File: src/rtl/pc_pkg.sv
// Shared types and constants for the PC / fetch-control stage.
package pc_pkg;

  typedef enum logic [1:0] {IDLE, RUN, HALTED} fetch_state_t;

  // Default PC width, matched to the immediate/branch-target lookup table.
  localparam int PC_W_DEF = 12;
  // Relative branch offsets are 8-bit two's complement.
  localparam int OFF_W    = 8;

endpackage

File: src/rtl/pc_next_calc.sv
// Combinational next-PC selection: hold, absolute/relative branch, or PC+1.
module pc_next_calc
  import pc_pkg::*;
#(
  parameter int PC_width = PC_W_DEF
) (
  input  logic [PC_width-1:0] pc_i,
  input  logic                hold_i,
  input  logic                branch_en_i,
  input  logic                branch_abs_i,
  input  logic [PC_width-1:0] target_i,
  output logic [PC_width-1:0] pc_next_o
);

  logic [PC_width-1:0] off_sext;

  // Only the low byte of target carries a relative offset; sums wrap naturally.
  assign off_sext = {{(PC_width-OFF_W){target_i[OFF_W-1]}}, target_i[OFF_W-1:0]};

  always_comb begin
    pc_next_o = pc_i + PC_width'(1);
    if (hold_i)
      pc_next_o = pc_i;
    else if (branch_en_i)
      pc_next_o = branch_abs_i ? target_i : (pc_i + off_sext);
  end

endmodule

File: src/rtl/pc_fetch_ctrl.sv
// Program counter and fetch control: start/halt sequencing, branch flush, retire count.
module pc_fetch_ctrl
  import pc_pkg::*;
#(
  parameter int PC_width  = PC_W_DEF,
  parameter int CNT_width = 16
) (
  input  logic                 Clk,
  input  logic                 Reset,
  input  logic                 Start,
  input  logic                 branch_en,
  input  logic                 branch_abs,
  input  logic [PC_width-1:0]  target,
  input  logic                 stall,
  input  logic                 halt_req,
  output logic [PC_width-1:0]  PC,
  output logic                 fetch_valid,
  output logic                 flush,
  output logic                 Done,
  output logic [CNT_width-1:0] instr_count
);

  fetch_state_t         state_q, state_d;
  logic [PC_width-1:0]  pc_q, pc_d, pc_nxt;
  logic                 flush_q, flush_d;
  logic [CNT_width-1:0] cnt_q, cnt_d;

  pc_next_calc #(.PC_width(PC_width)) u_next (
    .pc_i         (pc_q),
    .hold_i       (halt_req | stall),
    .branch_en_i  (branch_en),
    .branch_abs_i (branch_abs),
    .target_i     (target),
    .pc_next_o    (pc_nxt)
  );

  always_ff @(posedge Clk) begin
    if (Reset) begin
      state_q <= IDLE;
      pc_q    <= '0;
      flush_q <= 1'b0;
      cnt_q   <= '0;
    end else begin
      state_q <= state_d;
      pc_q    <= pc_d;
      flush_q <= flush_d;
      cnt_q   <= cnt_d;
    end
  end

  always_comb begin
    state_d = state_q;
    pc_d    = pc_q;
    flush_d = 1'b0;
    cnt_d   = cnt_q;
    case (state_q)
      IDLE: begin
        pc_d = '0;
        if (Start) begin
          state_d = RUN;
          cnt_d   = '0;
        end
      end
      RUN: begin
        pc_d = pc_nxt;
        // The halt instruction itself retires; the count sticks at all-ones.
        if (!stall && cnt_q != '1)
          cnt_d = cnt_q + CNT_width'(1);
        flush_d = branch_en && !halt_req && !stall;
        if (halt_req)
          state_d = HALTED;
      end
      HALTED: begin
        if (Start) begin
          state_d = RUN;
          pc_d    = '0;
          cnt_d   = '0;
        end
      end
      default: state_d = IDLE;
    endcase
  end

  assign PC          = pc_q;
  assign flush       = flush_q;
  assign Done        = (state_q == HALTED);
  assign instr_count = cnt_q;
  assign fetch_valid = (state_q == RUN) && !stall;

endmodule

File: config.mk
export PLATFORM = sky130hd
export DESIGN_NAME = pc_fetch_ctrl
export DESIGN_NICKNAME = d
export VERILOG_FILES = /design/src/rtl/pc_pkg.sv /design/src/rtl/pc_next_calc.sv /design/src/rtl/pc_fetch_ctrl.sv
export SDC_FILE = /design/constraint.sdc
export NUM_CORES = 1
export LEC_CHECK = 0
export ABC_AREA = 1
export CORE_ASPECT_RATIO = 0.6
export CORE_UTILIZATION = 41
export DETAILED_ROUTE_END_ITERATION = 6
export PLACE_DENSITY_LB_ADDON = 0.15
export REMOVE_ABC_BUFFERS = 1
export SETUP_SLACK_MARGIN = 0.05
export SYNTH_ARGS = -nofsm -noshare
export SYNTH_HDL_FRONTEND = slang
export SYNTH_HIERARCHICAL = 1
export SYNTH_SLANG_ARGS = --single-unit
File: constraint.sdc
create_clock -name Clk -period 2.6 [get_ports Clk]
set_input_delay 0.26 -clock Clk [delete_from_list [all_inputs] [get_ports Clk]]
set_output_delay 0.26 -clock Clk [all_outputs]
set_load 0.005 [all_outputs]
**After elaboration in Yosys (flattened, before gate mapping)**

Cells that the tools add are included.

- Add/sub/neg operators: 3
- Equality and inequality tests: 8
- Multiplexer cells: 11
- Bitwise logic cells: 2
- Reduce and logical (&&, ||, !) cells: 14

Operators with widths:

| operator | count |
|---|---|
| $mux W12 | 4 |
| $pmux W12 S3 | 1 |
| $mux W16 | 2 |
| $pmux W16 S2 | 1 |
| $add A16 B1 Y16 const B | 1 |
| $ne A16 B16 Y1 const B | 1 |
| $add A12 B1 Y12 const B | 1 |
| $add A12 B12 Y12 | 1 |
| $ne A2 B2 Y1 const B | 4 |
| $reduce_and A3 Y1 | 2 |
| $logic_and A1 B1 Y1 | 4 |
| $mux W2 | 2 |
| $pmux W2 S2 | 1 |
| $reduce_or A2 Y1 | 2 |
| $reduce_bool A3 Y1 | 1 |
| $eq A2 B1 Y1 const B | 1 |
| $eq A2 B2 Y1 const B | 1 |
| $logic_not A1 Y1 | 2 |
| $logic_not A2 Y1 | 1 |
| $ne A2 B1 Y1 const B | 1 |
| $reduce_and A2 Y1 | 1 |
| $reduce_bool A2 Y1 | 1 |
| $not A1 Y1 | 1 |
| $or A1 B1 Y1 | 1 |

- Register bits: 31
- Bits of input ports: 19

**Depth between registers and ports, before layout**

Gate-level depths: netlist (run 1).

- Word-level depth: 5
- Gate-level depth with buffers: 13
- Mapped depth without buffers: 13

**By module**

The synthesis (run 1) kept the hierarchy.

By module, submodules not included:

| module | times used | cells an instance | area an instance (um^2) |
|---|---|---|---|
| pc_fetch_ctrl | 1 | 240 | 1,600.3 |
| pc_next_calc | 1 | 243 | 1,233.7 |

**Worst setup path before layout (run 1)**

OpenSTA, ideal clock, no wires.

- Kind: flip-flop to flip-flop
- Start point: register pc_q[0] (netlist: PC[0])
- End point: register pc_q[6] (netlist: PC[6])
- Library setup time: 0.122 ns
- Arrival time: 1.815 ns
- Data required time: 2.478 ns
- Slack: 0.663 ns
- Stages on the path, launching flop included: 13
- Path buffers: 0
- Period minus slack after synthesis: 1.937 ns
- Cells stage by stage: dfxtp_1 ha_1 inv_1 fa_1 nor2_2 nor2_2 o21ai_1 or2_1 nand3_1 nand2_1 a21oi_2 nand3_1 o21ai_0

- Word-level cells in the longest chain between the ends: 5

RTL lines:

| item | line | RTL |
|---|---|---|
| from (decl) | pc_fetch_ctrl.sv:24 | `logic [PC_width-1:0] pc_q, pc_d, pc_nxt;` |
| from (signal assigned) | pc_fetch_ctrl.sv:45 | `pc_q <= pc_d;` |
| $add A12 B12 Y12 | pc_next_calc.sv:25 | `pc_next_o = branch_abs_i ? target_i : (pc_i + off_sext);` |
| $mux W12 | pc_next_calc.sv:25 |  |
| $mux W12 (*) | pc_next_calc.sv:24 | `else if (branch_en_i)` |
| $mux W12 (*) | pc_next_calc.sv:22 | `if (hold_i)` |
| via pc_nxt[6] | pc_fetch_ctrl.sv:24 |  |
| $pmux W12 S3 (*) | pc_fetch_ctrl.sv:56 | `case (state_q)` |

Mark *: on every way through the listed nets, which the timed path passes. The rest lies on a longest branch. The select of a mux whose other input is x is not followed.
A chain may end at the register's enable or synchronous reset.

**Worst setup path in the final report (run 1)**

- Start point: input port target[0]
- End point: register pc_q[4] (netlist: PC[4])

- Word-level cells in the longest chain between the ends: 5

RTL lines:

| item | line | RTL |
|---|---|---|
| from (decl) | pc_fetch_ctrl.sv:13 | `input logic [PC_width-1:0] target,` |
| $add A12 B12 Y12 | pc_next_calc.sv:25 |  |
| $mux W12 | pc_next_calc.sv:25 |  |
| $mux W12 | pc_next_calc.sv:24 |  |
| $mux W12 | pc_next_calc.sv:22 |  |
| via pc_nxt[4] | pc_fetch_ctrl.sv:24 |  |
| $pmux W12 S3 | pc_fetch_ctrl.sv:56 |  |

The timed path passes the listed nets, and every way through them passes these cells. The select of a mux whose other input is x is not followed.

==> results of run 1 <==
[per-stage QoR]
| stage | hold WS (ns) | power [uW] | instance area, sq um | worst slack (ns) |
|---|---|---|---|---|
| global placement | 0.5212 | 733.5 | 3397 | 0.2016 |
| CTS | 0.5347 | 1304 | 3542 | 0.3837 |
| detailed placement | 0.5212 | 735.7 | 3397 | 0.1094 |
| global route | 0.5597 | 1359 | 3542 | 0.2576 |
| floorplan | 0.3291 | 637.4 | 2753 | 0.6480 |
| finish | 0.5312 | 1306 | 3542 | 0.3849 |
[critical path, cell delays in order]
cell	delay [ns]
clkdlybuf4s50_1	0.48
ha_1	0.24
inv_1	0.07
fa_1	0.44
nor2_2	0.17
nor2_2	0.06
xor2_1	0.13
o21ai_0	0.15
o211ai_1	0.10
o21ai_0	0.11
nand3_1	0.09
o21ai_0	0.10
[worst min-delay path by stage]
stage | end | slack [ns] | depth (start not counted)
floorplan | PC[10] | 0.33 | 1
global placement | instr_count[3] | 0.52 | 2
detailed placement | instr_count[3] | 0.52 | 2
CTS | instr_count[3] | 0.53 | 2
global route | instr_count[3] | 0.56 | 2
finish | instr_count[3] | 0.53 | 2
[area by class of cell]
| class | count | share of cell area (%) |
|---|---|---|
| clock buffers | 5 | 3.532 |
| clock inverters | 3 | 0.5652 |
| inverters | 56 | 6.005 |
| multi-input cells | 384 | 54.19 |
| flip-flops and latches | 31 | 17.52 |
| well taps | 87 | 3.073 |
| repair buffers | 55 | 15.12 |
[cells by family (layout without fill, tap and decap cells)]
group	Yosys count	in the layout	share of synthesized area, %
fa+ha+maj	14	14	6.446
flops	31	31	21.90
compound gates	69	69	13.29
buf+inv	68	119	10.37
simple gates	290	290	44.59
xor+xnor	11	11	3.399
[cells in the final DEF, fill, tap and decap left out, types with 13 or more instances in the layout]
master           instances
nand2_1                134
nor2_1                  76
inv_1                   51
clkdlybuf4s50_1         49
nand3_1                 46
a21oi_1                 37
dfxtp_1                 31
o21ai_0                 20
ha_1                    13
[state kept, by name, indices dropped and copies added, names as in the netlist]
name / count
flush: 1
instr_count: 16
PC: 12
state_q: 2
[routing by layer]
layer,vias to the layer above,routed length (microns),GRT usage [%]
li1,1657,-,-
met1,1456,4435,38.29
met2,142,3165,31.68
met3,4,786,5.123
met4,0,40,3.167
met5,-,0,0
[power breakdown]
group	internal (uW)	switching (uW)	total (uW)
clock network	352	223	575
registers	482	11.9	494
logic	92.3	145	237
total	926	380	1310
==> metrics, run 1 <==
result of the run=complete, no violations; CTS Buffer Depth=2; chip height=roughly 66 microns; first-pass GRT wire length=13,300 microns; mapped cell area=between 2000 and 3000 sq um; Required @ worst endpoint=2.79 ns; Post-Syn Instances=483; final setup fails=0; R2R Path End=PC[4]; pin count of the biggest net entering global routing=23; Arr. time, crit path=2.41 ns; Final Non-Filler Cells=621; Sink Count=31; critical path class=in -> reg; average wire per standard cell=between 10 and 15 microns; Worst-path clk slew=0.06 ns; number of global-route vias before repair=around 2,700; CTS Buf Count=5; worst vdd ir=around 0.00032 V; FFs w/ async S/R, synth=0%; Reg-to-Reg Start=PC[0]; width of the die=109.3 microns; Tcrit/Tclk final=85.20%; Pwr Density=368.6 nW/um^2; Seq/Total Area, Yosys=between 20 and 25%; root buf cell=clkbuf_16; Layout Nets=566; Hold Path Class=reg -> reg; RSZ-0062 raised after global routing=false; Die Area=7260 sq um; Final Skew=slightly below 0.004 ns; placed cells=613; crit start category=primary input; fin util=53.05%; Final Hold Viols=0; Rows=23; top-level port count=50; Reg area=620.6 sq um; Final Max Slew Viols=0; Post-synth EDFFs=0; Commonest cells post-synth=nand2_1, nor2_1, inv_1, nand3_1, a21oi_1; core area=6676 sq um; CP max FO=3; setup tns final=0 ns; I/O Buffers=49; via/cell ratio=5.248; R2R Setup Slk=~0.49 ns; CP Capture Point=PC[4]; FMAX=451.5 MHz; Routed WL=8427 microns; Fillers=715; initial detailed-routing violation count=307; cts hold-fix bufs=0; final period demand of the worst path=2.215 ns; largest area contributor in the netlist=dfxtp_1; Placer Congestion=0.8567; Synth-to-Final Area Change=24.99%; Starting Density=a little over two fifths; Distinct cells, synth=37; flops & latches, synth=31; leakage power=0.001441 uW; GRT Overall Usage=23.85%; CTS tree=built; Worst Reg-to-Reg Cells=11; hold_sp=instr_count[3]; number of post-CTS setup repair buffers=0; dpl hpwl=6313 microns; post-cts resize count=0; share of cells above drive strength 1=7.303%; Slew @ Worst Pin=0.7360 ns; via count=3,259; top cell type's share of synthesized area=21.90%; first-pass iteration count of the detailed router=6; Synth warnings=6; Worst-Skew Late Latency=roughly 0.27 ns; antenna violations before repair=0; Critical Path Start=target[0]; H-tree levels=2; Overflow after GRT=0; post-route ant nets=0; Worst slew margin=50.88%; top_reg_cell synth=dfxtp_1; synthesized area per cell=5.867 sq um; Max-Cap Viols=0; Multi-input gate area=1919 sq um; crit end category=flip-flop; Remaining DRCs=0; largest cells by area after synthesis=dfxtp_1, nand2_1, nor2_1; count leader, synth=nand2_1; antenna cell count=0
Power figures use the tool's default switching activity.
==> run 2, diff against run 1 <==
- DONT_BUFFER_PORTS: unset -> 1
==> run 2 against run 1 <==
Die area unchanged. Flip-flop and latch count stayed put. Combinational power shrank 22%. Largest cell class unchanged.
==> metrics, run 2 (synthesized netlist as in run 1, its figures left out) <==
result of the run=complete, no violations; share of cells above drive strength 1=8.041% (+0.74 points); max reg flops=16 (unchanged); Sink Count=31 (unchanged); setup tns final=0 ns (unchanged); Worst-Skew Late Latency=0.28 ns (about the same); Pwr Density=410.0 nW/um^2 (+11%); average wire per standard cell=14.07 microns (+3.7%); Final Hold Viols=0 (unchanged); Required @ worst endpoint=2.80 ns (about the same); number of global-route vias before repair=2,430 (-9.2%); dpl cell area=2907 sq um (-14%); FMAX=441.9 MHz (-2.1%); Layout Nets=517 (-8.7%); core area=6676 sq um (unchanged); RSZ-0062 raised after global routing=false; leakage power=0.001272 uW (-12%); Placer Congestion=0.8470 (-1.1%); chip height=66.40 microns (unchanged); cts hold-fix bufs=0 (unchanged); Routed WL=8046 microns (-4.5%); fin util=45.63% (-7.4 points); worst vdd ir=0.0003585 V (+10%); final period demand of the worst path=2.263 ns (+0.04771 ns); CP max FO=7 (+4); critical path class=reg -> reg; Final Max Slew Viols=0 (unchanged); Starting Density=42.45% (unchanged); Hold Path Class=in -> reg; final setup fails=0 (unchanged); Worst-path clk slew=0.05 ns (about the same); Final Skew=0.003102 ns (-0.0008359 ns); antenna cell count=0 (unchanged); Synth-to-Final Area Change=7.505%; via/cell ratio=5.187 (-1.2%); post-route ant nets=0 (unchanged); width of the die=109.3 microns (unchanged); Tcrit/Tclk final=87.03% (+1.8 points); first-pass GRT wire length=12,680 microns (-4.6%); crit end category=flip-flop; post-cts resize count=0 (unchanged); Max-Cap Viols=0 (unchanged); Overflow after GRT=0 (unchanged); dpl hpwl=6169 microns (-2.3%); most common cell after layout, fill and taps aside=nand2_1; pin count of the biggest net entering global routing=23 (unchanged); initial detailed-routing violation count=212 (-31%); number of post-CTS setup repair buffers=0 (unchanged); Slew @ Worst Pin=0.6816 ns (-0.05444 ns); via count=2,967 (-9.0%); root buf cell=clkbuf_16; crit start category=flip-flop; most frequent cells in the layout=nand2_1, nor2_1, inv_1; Rows=23 (unchanged); Finished Cell Area=3047 sq um (-14%); Remaining DRCs=0 (unchanged); CTS Buffer Depth=2 (unchanged); I/O Buffers=0 (-100%); Arr. time, crit path=2.46 ns (+0.05 ns); H-tree levels=2 (unchanged); antenna violations before repair=0 (unchanged); Worst slew margin=54.51% (+3.6 points); Die Area=7260 sq um (unchanged); CTS tree=built; first-pass iteration count of the detailed router=5 (-1); top-level port count=50 (unchanged); CTS Buf Count=5 (unchanged); GRT Overall Usage=22.85% (-1.0 points)
run 2: worst max-delay path, cell delays in order, from the launching register on:
cell and delay, ns:
dfxtp_1 0.48, ha_1 0.26, inv_1 0.07, fa_1 0.45, nor2_2 0.18, nor2_2 0.06
xor2_1 0.13, o21ai_0 0.16, o211ai_1 0.11, o21ai_0 0.12, nand3_1 0.09, o21ai_0 0.09
run 2: worst paths after layout:
| check | from | slack, ns | endpoint | depth (start not counted) |
|---|---|---|---|---|
| worst max register to register | PC[0] | 0.34 | PC[4] | 11 |
| worst min-delay path | Reset | 0.05 | instr_count[5] | 1 |
| worst min register to register | instr_count[4] | 0.56 | instr_count[4] | 2 |
| worst max-delay path | PC[0] | 0.34 | PC[4] | 11 |
run 2: power by group:
group / switching, uW / internal [uW]
Sequential: 12.4 / 482
Combinational: 126 / 60.1
Clock: 220 / 349
Total: 358 / 891
run 2: stage by stage:
stage | cells | total power [uW] | hold slack, ns | setup slack (ns)
2_1_floorplan | 471 | 637.4 | 0.3291 | 0.6480
3_3_place_gp | 564 | 686.8 | 0.3325 | 0.4759
3_5_place_dp | 564 | 687.0 | 0.3345 | 0.3665
4_1_cts | 572 | 1259 | 0.03953 | 0.3490
5_1_grt | 572 | 1312 | 0.03697 | 0.1265
6_report | 572 | 1249 | 0.04515 | 0.3372
run 2: routing by layer:
layer	vias to the layer above	GRT usage, %	wire length, microns
met5	-	0	0
met4	0	3.833	32
met3	5	6.010	581
met2	83	25.71	2841
met1	1313	39.12	4591
li1	1566	-	-
run 2: layout make-up:
class | count | area, sq um
clock buffers | 5 | 125.1
clock inverters | 3 | 15.01
fillers | 717 | 3630
inverters | 56 | 212.7
multi-input cells | 384 | 1919
flip-flops and latches | 31 | 620.6
well taps | 87 | 108.9
repair buffers | 6 | 45.04
